File: src/rtl/edge_pkg.sv
// Shared types and helpers for the edge event unit.
package edge_pkg;

  // Per-channel edge selection, two bits per channel on mode_i.
  typedef enum logic [1:0] {
    MODE_OFF  = 2'b00,
    MODE_RISE = 2'b01,
    MODE_FALL = 2'b10,
    MODE_BOTH = 2'b11
  } edge_mode_t;

  // True when the detected edge is one the channel's mode cares about.
  function automatic logic edge_enabled(input edge_mode_t mode,
                                        input logic       rise,
                                        input logic       fall);
    logic en;
    case (mode)
      MODE_RISE: en = rise;
      MODE_FALL: en = fall;
      MODE_BOTH: en = rise | fall;
      default:   en = 1'b0;
    endcase
    return en;
  endfunction

endpackage

File: src/rtl/edge_channel.sv
// One input channel: synchroniser chain, debounce filter and registered
// rise/fall pulse generation. The *_evt_o outputs are the next-cycle values
// of the pulses so the parent can update its flags on the same edge.
module edge_channel
  import edge_pkg::*;
#(
  parameter int SYNC_STAGES     = 2,
  parameter int DEBOUNCE_CYCLES = 3
) (
  input  logic clk,
  input  logic rst,
  input  logic a_i,
  output logic rise_o,
  output logic fall_o,
  output logic rise_evt_o,
  output logic fall_evt_o
);

  localparam int                CNT_W    = $clog2(DEBOUNCE_CYCLES + 1);
  // Counter value at which one more differing cycle completes the filter.
  localparam logic [CNT_W-1:0]  CNT_LAST = CNT_W'(DEBOUNCE_CYCLES - 1);

  logic [SYNC_STAGES-1:0] sync_q, sync_d;
  logic                   stable_q, stable_d;
  logic                   stable_prev_q, stable_prev_d;
  logic [CNT_W-1:0]       cnt_q, cnt_d;
  logic                   rise_q, rise_d;
  logic                   fall_q, fall_d;
  logic                   sync;

  assign sync = sync_q[SYNC_STAGES-1];

  // Next-state: shift the synchroniser, run the debounce filter, detect edges.
  always_comb begin
    // NOTE: every _d gets a default before any branch, so no path can leave
    // a signal unassigned and infer a latch.
    sync_d        = {sync_q[SYNC_STAGES-2:0], a_i};
    stable_d      = stable_q;
    cnt_d         = '0;
    stable_prev_d = stable_q;
    rise_d        = stable_q & ~stable_prev_q;
    fall_d        = ~stable_q & stable_prev_q;
    if (sync != stable_q) begin
      if (cnt_q == CNT_LAST) begin
        stable_d = sync;
      end else begin
        cnt_d = cnt_q + 1'b1;
      end
    end
  end

  // State register with asynchronous active-low reset.
  always_ff @(posedge clk or negedge rst) begin
    // NOTE: non-blocking assignments here so every flop samples pre-edge
    // values regardless of statement order.
    if (!rst) begin
      sync_q        <= '0;
      stable_q      <= 1'b0;
      stable_prev_q <= 1'b0;
      cnt_q         <= '0;
      rise_q        <= 1'b0;
      fall_q        <= 1'b0;
    end else begin
      sync_q        <= sync_d;
      stable_q      <= stable_d;
      stable_prev_q <= stable_prev_d;
      cnt_q         <= cnt_d;
      rise_q        <= rise_d;
      fall_q        <= fall_d;
    end
  end

  assign rise_o     = rise_q;
  assign fall_o     = fall_q;
  assign rise_evt_o = rise_d;
  assign fall_evt_o = fall_d;

endmodule

File: src/rtl/edge_event_unit.sv
// Multi-channel edge event unit: per-channel filtered edge detection plus
// sticky pending/overflow flags and a registered interrupt request.
module edge_event_unit
  import edge_pkg::*;
#(
  parameter int CHANNELS        = 4,
  parameter int SYNC_STAGES     = 2,
  parameter int DEBOUNCE_CYCLES = 3
) (
  input  logic                  clk,
  input  logic                  rst,
  input  logic [CHANNELS-1:0]   a_i,
  input  logic [2*CHANNELS-1:0] mode_i,
  input  logic [CHANNELS-1:0]   clear_i,
  output logic [CHANNELS-1:0]   rise_o,
  output logic [CHANNELS-1:0]   fall_o,
  output logic [CHANNELS-1:0]   pending_o,
  output logic [CHANNELS-1:0]   overflow_o,
  output logic                  irq_o
);

  logic [CHANNELS-1:0] rise_evt, fall_evt, edge_en;
  logic [CHANNELS-1:0] pending_q, pending_d;
  logic [CHANNELS-1:0] overflow_q, overflow_d;
  logic                irq_q, irq_d;

  for (genvar g = 0; g < CHANNELS; g++) begin : g_ch
    edge_channel #(
      .SYNC_STAGES    (SYNC_STAGES),
      .DEBOUNCE_CYCLES(DEBOUNCE_CYCLES)
    ) u_ch (
      .clk       (clk),
      .rst       (rst),
      .a_i       (a_i[g]),
      .rise_o    (rise_o[g]),
      .fall_o    (fall_o[g]),
      .rise_evt_o(rise_evt[g]),
      .fall_evt_o(fall_evt[g])
    );

    // Mode is sampled on the same edge the pulse registers.
    assign edge_en[g] = edge_enabled(edge_mode_t'(mode_i[2*g +: 2]),
                                     rise_evt[g], fall_evt[g]);
  end

  // Sticky flags: a new enabled edge beats a coincident clear.
  always_comb begin
    pending_d  = edge_en | (pending_q & ~clear_i);
    overflow_d = ~clear_i & (overflow_q | (edge_en & pending_q));
    irq_d      = |pending_q;
  end

  // Flag and interrupt registers.
  always_ff @(posedge clk or negedge rst) begin
    if (!rst) begin
      pending_q  <= '0;
      overflow_q <= '0;
      irq_q      <= 1'b0;
    end else begin
      pending_q  <= pending_d;
      overflow_q <= overflow_d;
      irq_q      <= irq_d;
    end
  end

  assign pending_o  = pending_q;
  assign overflow_o = overflow_q;
  assign irq_o      = irq_q;

endmodule
File: config.mk
export PLATFORM = sky130hd
export DESIGN_NAME = edge_event_unit
export DESIGN_NICKNAME = d
export VERILOG_FILES = /design/src/rtl/edge_pkg.sv /design/src/rtl/edge_channel.sv /design/src/rtl/edge_event_unit.sv
export SDC_FILE = /design/constraint.sdc
export NUM_CORES = 1
export LEC_CHECK = 0
export ABC_AREA = 1
export ABC_CLOCK_PERIOD_IN_PS = 2750
export CAP_MARGIN = 20
export CORE_ASPECT_RATIO = 2
export CORE_MARGIN = 2
export CORE_UTILIZATION = 46
export CTS_CLUSTER_DIAMETER = 40
export DETAILED_ROUTE_END_ITERATION = 10
export PLACE_DENSITY = 0.73
export SKIP_CTS_REPAIR_TIMING = 1
export SYNTH_ARGS = -nofsm -noshare
export SYNTH_HDL_FRONTEND = slang
export SYNTH_SLANG_ARGS = --single-unit
File: constraint.sdc
create_clock -name clk -period 2.75 [get_ports clk]
set_input_delay 0.825 -clock clk [delete_from_list [all_inputs] [get_ports clk]]
set_output_delay 0.825 -clock clk [all_outputs]
set_load 0.05 [all_outputs]
* Word level (Yosys, flattened, before mapping) *
Cells that the tools add are included.

operators by class
  $add $sub $neg = 4
  eq/ne operators = 20
  mux-type cells = 12
  bitwise logic cells = 26
  reductions and logical operators = 5

operators by type and width
  operator                                       number
  == test 2 bit, second input constant           12
  2-to-1 mux 2 bit                               8
  bitwise AND 4 bit                              3
  one-hot mux 1 bit (3 select lines)             4
  adder 2 x 1 -> 2 bit, second input constant    4
  bitwise AND 1 bit                              8
  == test 2 x 1 -> 1 bit, second input constant  4
  inverter 1 bit                                 8
  bitwise OR 4 bit                               2
  AND reduction 2 bit                            4
  inequality test 1 bit                          4
  inverter 4 bit                                 1
  bitwise OR 1 bit                               4
  OR reduction 4 bit                             1

storage, ports and cells
  flip-flop bits (word level) = 41
  bits of input ports = 18
  output and inout bits = 17
  word-level logic and storage cells = 94

* Longest topological paths before layout *
  depth after elaboration = 7
  gate-level depth with buffers = 7
  depth with buffers taken out = 7

* Hierarchy *
Synthesis repeated with hierarchy kept, for this count alone.

unflattened totals
  cells, all modules = 162
  area total of the unflattened synthesis = 1,522.7 µm²

by module, submodules not included
  module           times used  cells each  area an instance (µm²)  sequential area each (µm²)
  edge_channel     4           27          277.8                   200.2
  edge_event_unit  1           54          411.6                   225.2

* Worst setup path before layout *
No wires, ideal clock.

  path type = reg-to-output
  start = register overflow_q[0] (netlist: overflow_o[0])
  end = output port overflow_o[0]
  data arrival time = 0.600 ns
  slack = 1.325 ns
  cell stages (with the launch flop) = 1
  cells stage by stage = dfrtp_1

RTL lines
  element                 line                   RTL
  start, declared         edge_event_unit.sv:24  logic [CHANNELS-1:0] overflow_q, overflow_d;
  start signal, assigned  edge_event_unit.sv:61  overflow_q <= overflow_d;
  end, declared           edge_event_unit.sv:18  output logic [CHANNELS-1:0] overflow_o,

No word-level cell between the ends.

* Final worst setup path *
  start = register overflow_q[3] (netlist: overflow_o[3])
  end = output port overflow_o[3]

No word-level cell between the ends.

==> impl_metrics.yaml <==
die:
  die_h_um: 87.9
  io_pins: 35
  num_rows: 30
  dieArea_um2: 4040
  coreArea_um2: 3380
  die_w_um: 45.9
  initial_utilization_pct: 47.9
timing:
  fin_crit_sh_pct: 83.3
  hold_viol_final: 0
  max_freq_mhz: 436
  slew-limit-headroom_pct: 42.9
  fin_crit_ps: 2290
  setup_tns_ps: 0
  tightest_slew_ps: 856
  setup_viol_count_final: 0
  rsz0062_at_grt: "false"
  finalMaxSlewViolations: 0
  clock_skew_ps: 6.12
min_path:
  worstHoldPathCells: 0
  min_path_type: "flop to flop"
  min-delay-start: "g_ch[2].u_ch.sync_q[0]"
  hold_path_end: "g_ch[2].u_ch.sync_q[1]"
logic_synthesis:
  ys_seq_elements: 41
  synth_compound_area_share_pct: 4.33
  synth_area_leaders: "dfrtp_1 (63%), inv_1 (7.4%), nand2_1 (6.5%), ha_1 (6.2%), buf_4 (3.7%)"
  synth_fa_ha_area_share_pct: 6.19
  yosys.area_share.simple_pct: 12.8
  synth_xor_area_share_pct: 2.17
  yosys_warnings: 0
  yosysMostFrequentCell: "dfrtp_1"
  post_synth.cell_area_avg_um2: 10.5
  yosysTopAreaCellShare_pct: 63.4
  synth_edf_count: 0
  syn_nets: 180
  synth_area_leader_cell: "dfrtp_1"
  synth_cell_types: 12
  synthArstFlopShare_pct: 100
  ys.flop_type: "dfrtp_1"
  seq_area_frac_synth_pct: 63.4
  syn_area_um2: 1620
  synth_top_family_by_area: "simple AND/OR/NAND/NOR gates"
  synth_commonest_cells: "dfrtp_1 (41), inv_1 (32), nand2_1 (28)"
  synthCells: 154
  synth.area.mux_share_pct: 0
setup_path:
  path_cells: "clkdlybuf4s50_1"
  cp-end-kind: "primary output"
  critPathMaxStageDelay_ps: 820
  reg2reg_slack_ps: 1510
  r2r-start: "g_ch[2].u_ch.stable_prev_d"
  rr_endpoint: "pending_o[2]"
  critPathLaunchType: "flop"
  cpLargestDelayFamily: "buffers and inverters"
  worstPathRequired_ps: 1930
  critPathMaxFanout: 2
  reg2reg_depth: 7
  cp_slowest_cell: "clkdlybuf4s50_1"
  crit_type: "flop to primary output"
  critical_path_arrival_ps: 1470
  cp_num_buf_inv: 1
route:
  postRouteAntennaNets: 0
  vias: 1062
  drc_errors: 0
  vias_per_cell: 4.83
  avgRoutedWirePerCell_um: 11.3
  first_iter_violations: 11
  routed_wl_um: 2490
  firstDrtPassIters: 4
placed_design:
  io_buffers: 34
  gp_congestion: 0.747
  post_dp_cell_area_um2: 1930
  hpwl_um: 1970
clocking:
  clk_path_buf_depth: 2
  path_clk_slew_ps: 80
  cts.sinks: 41
  cts_buffers: 5
  ctsHtreeMaxLevel: 2
  clk_latency_ps: 290
  tritoncts: "done"
  clockRootBuffer: "clkbuf_8"
power:
  p_leak_nw: 1.07
  peakVddDrop_mv: 0.745
  p_per_area_nw_per_um2: 1200
status:
  status: "finished clean"
final_layout:
  postLayoutCoreUtil_pct: 61.3
  num_antenna_cells: 0
  area_delta_synth_final_pct: 28.0
  fin_area_um2: 2070
  fin_nets: 213
  drive_gt1_share_pct: 4.79
global_route:
  grt_use_total_pct: 14.7
  antenna_found_initial: 0
  grt_max_degree: 42
  grt.overflow.total: 0
  grt_pass1_vias: 1093
  grt_pass1_wl_um: 4360
flow_run:
  maxCapViolCount: 0
[metrics by stage]
stage               worst slack (ps)  total power [mW]  hold slack, ps  instances
detailed placement               757              1.95             341        212
finish                           459              2.49             357        220
CTS                              436              2.52             361        220
global route                     402              2.66             373        220
global placement                 800              1.90             333        212
floorplan                       1320              1.69             331        154
[metal layers]
metal	part of all wire, %	routed length (um)	GRT usage [%]
met5	0	0	0
met1	36	906	15.3
met2	57	1410	26.3
met4	1.9	46	6.23
met3	4.9	122	3.71
[worst max path at each step]
stage,from,to,slack [ps],depth (start not counted)
after global placement,overflow_o[0],overflow_o[0],800,1
after floorplan,overflow_o[0],overflow_o[0],1320,0
after detailed placement,overflow_o[3],overflow_o[3],760,1
final,overflow_o[3],overflow_o[3],460,1
after global routing,overflow_o[3],overflow_o[3],400,1
after CTS,overflow_o[3],overflow_o[3],440,1
[registers in the layout, summed over array words and instances, names as in the netlist]
name                     cells
g_ch.u_ch.stable_prev_q      4
g_ch.u_ch.cnt_q              8
g_ch.u_ch.rise_o             4
g_ch.u_ch.fall_o             4
irq_o                        1
g_ch.u_ch.stable_prev_d      4
overflow_o                   4
g_ch.u_ch.sync_q             8
pending_o                    4
[cells by family after synthesis]
family | count (synthesis)
AND/OR/NAND/NOR | 49
adder cells (fa/ha/maj) | 8
AO/OA/AOI/OAI | 12
buffers and inverters | 40
XOR/XNOR | 4
flip-flops | 41
[final cells by class]
| class | instances | area (um^2) |
|---|---|---|
| clock buffer | 5 | 68.8 |
| clock inverter | 3 | 68.8 |
| fill | 272 | 1310 |
| inverter | 32 | 120 |
| multi-input combinational | 73 | 412 |
| sequential | 41 | 1030 |
| tap | 32 | 40.0 |
| timing repair buffer | 34 | 335 |
[power breakdown]
part	switching, mW	total, mW	internal [mW]	leakage [nW]
logic	0.641	0.988	0.347	0.508
clock network	0.200	0.565	0.365	0.0687
registers	0.124	0.938	0.814	0.497
total	0.965	2.49	1.53	1.07
[cells in the final DEF (no fill, tap or decap)]
| master | instances |
|---|---|
| dfrtp_1 | 41 |
| buf_2 | 1 |
| nor2_1 | 4 |
| o21ai_0 | 8 |
| inv_6 | 1 |
| nand2_1 | 28 |
| clkdlybuf4s50_1 | 33 |
| nand4_1 | 1 |
| xnor2_1 | 4 |
| a21o_1 | 4 |
| nand3_1 | 8 |
| ha_1 | 8 |
| inv_1 | 32 |
| nor3_1 | 8 |
| clkbuf_8 | 5 |
| bufinv_16 | 2 |
(Power assumes the default switching activity.)
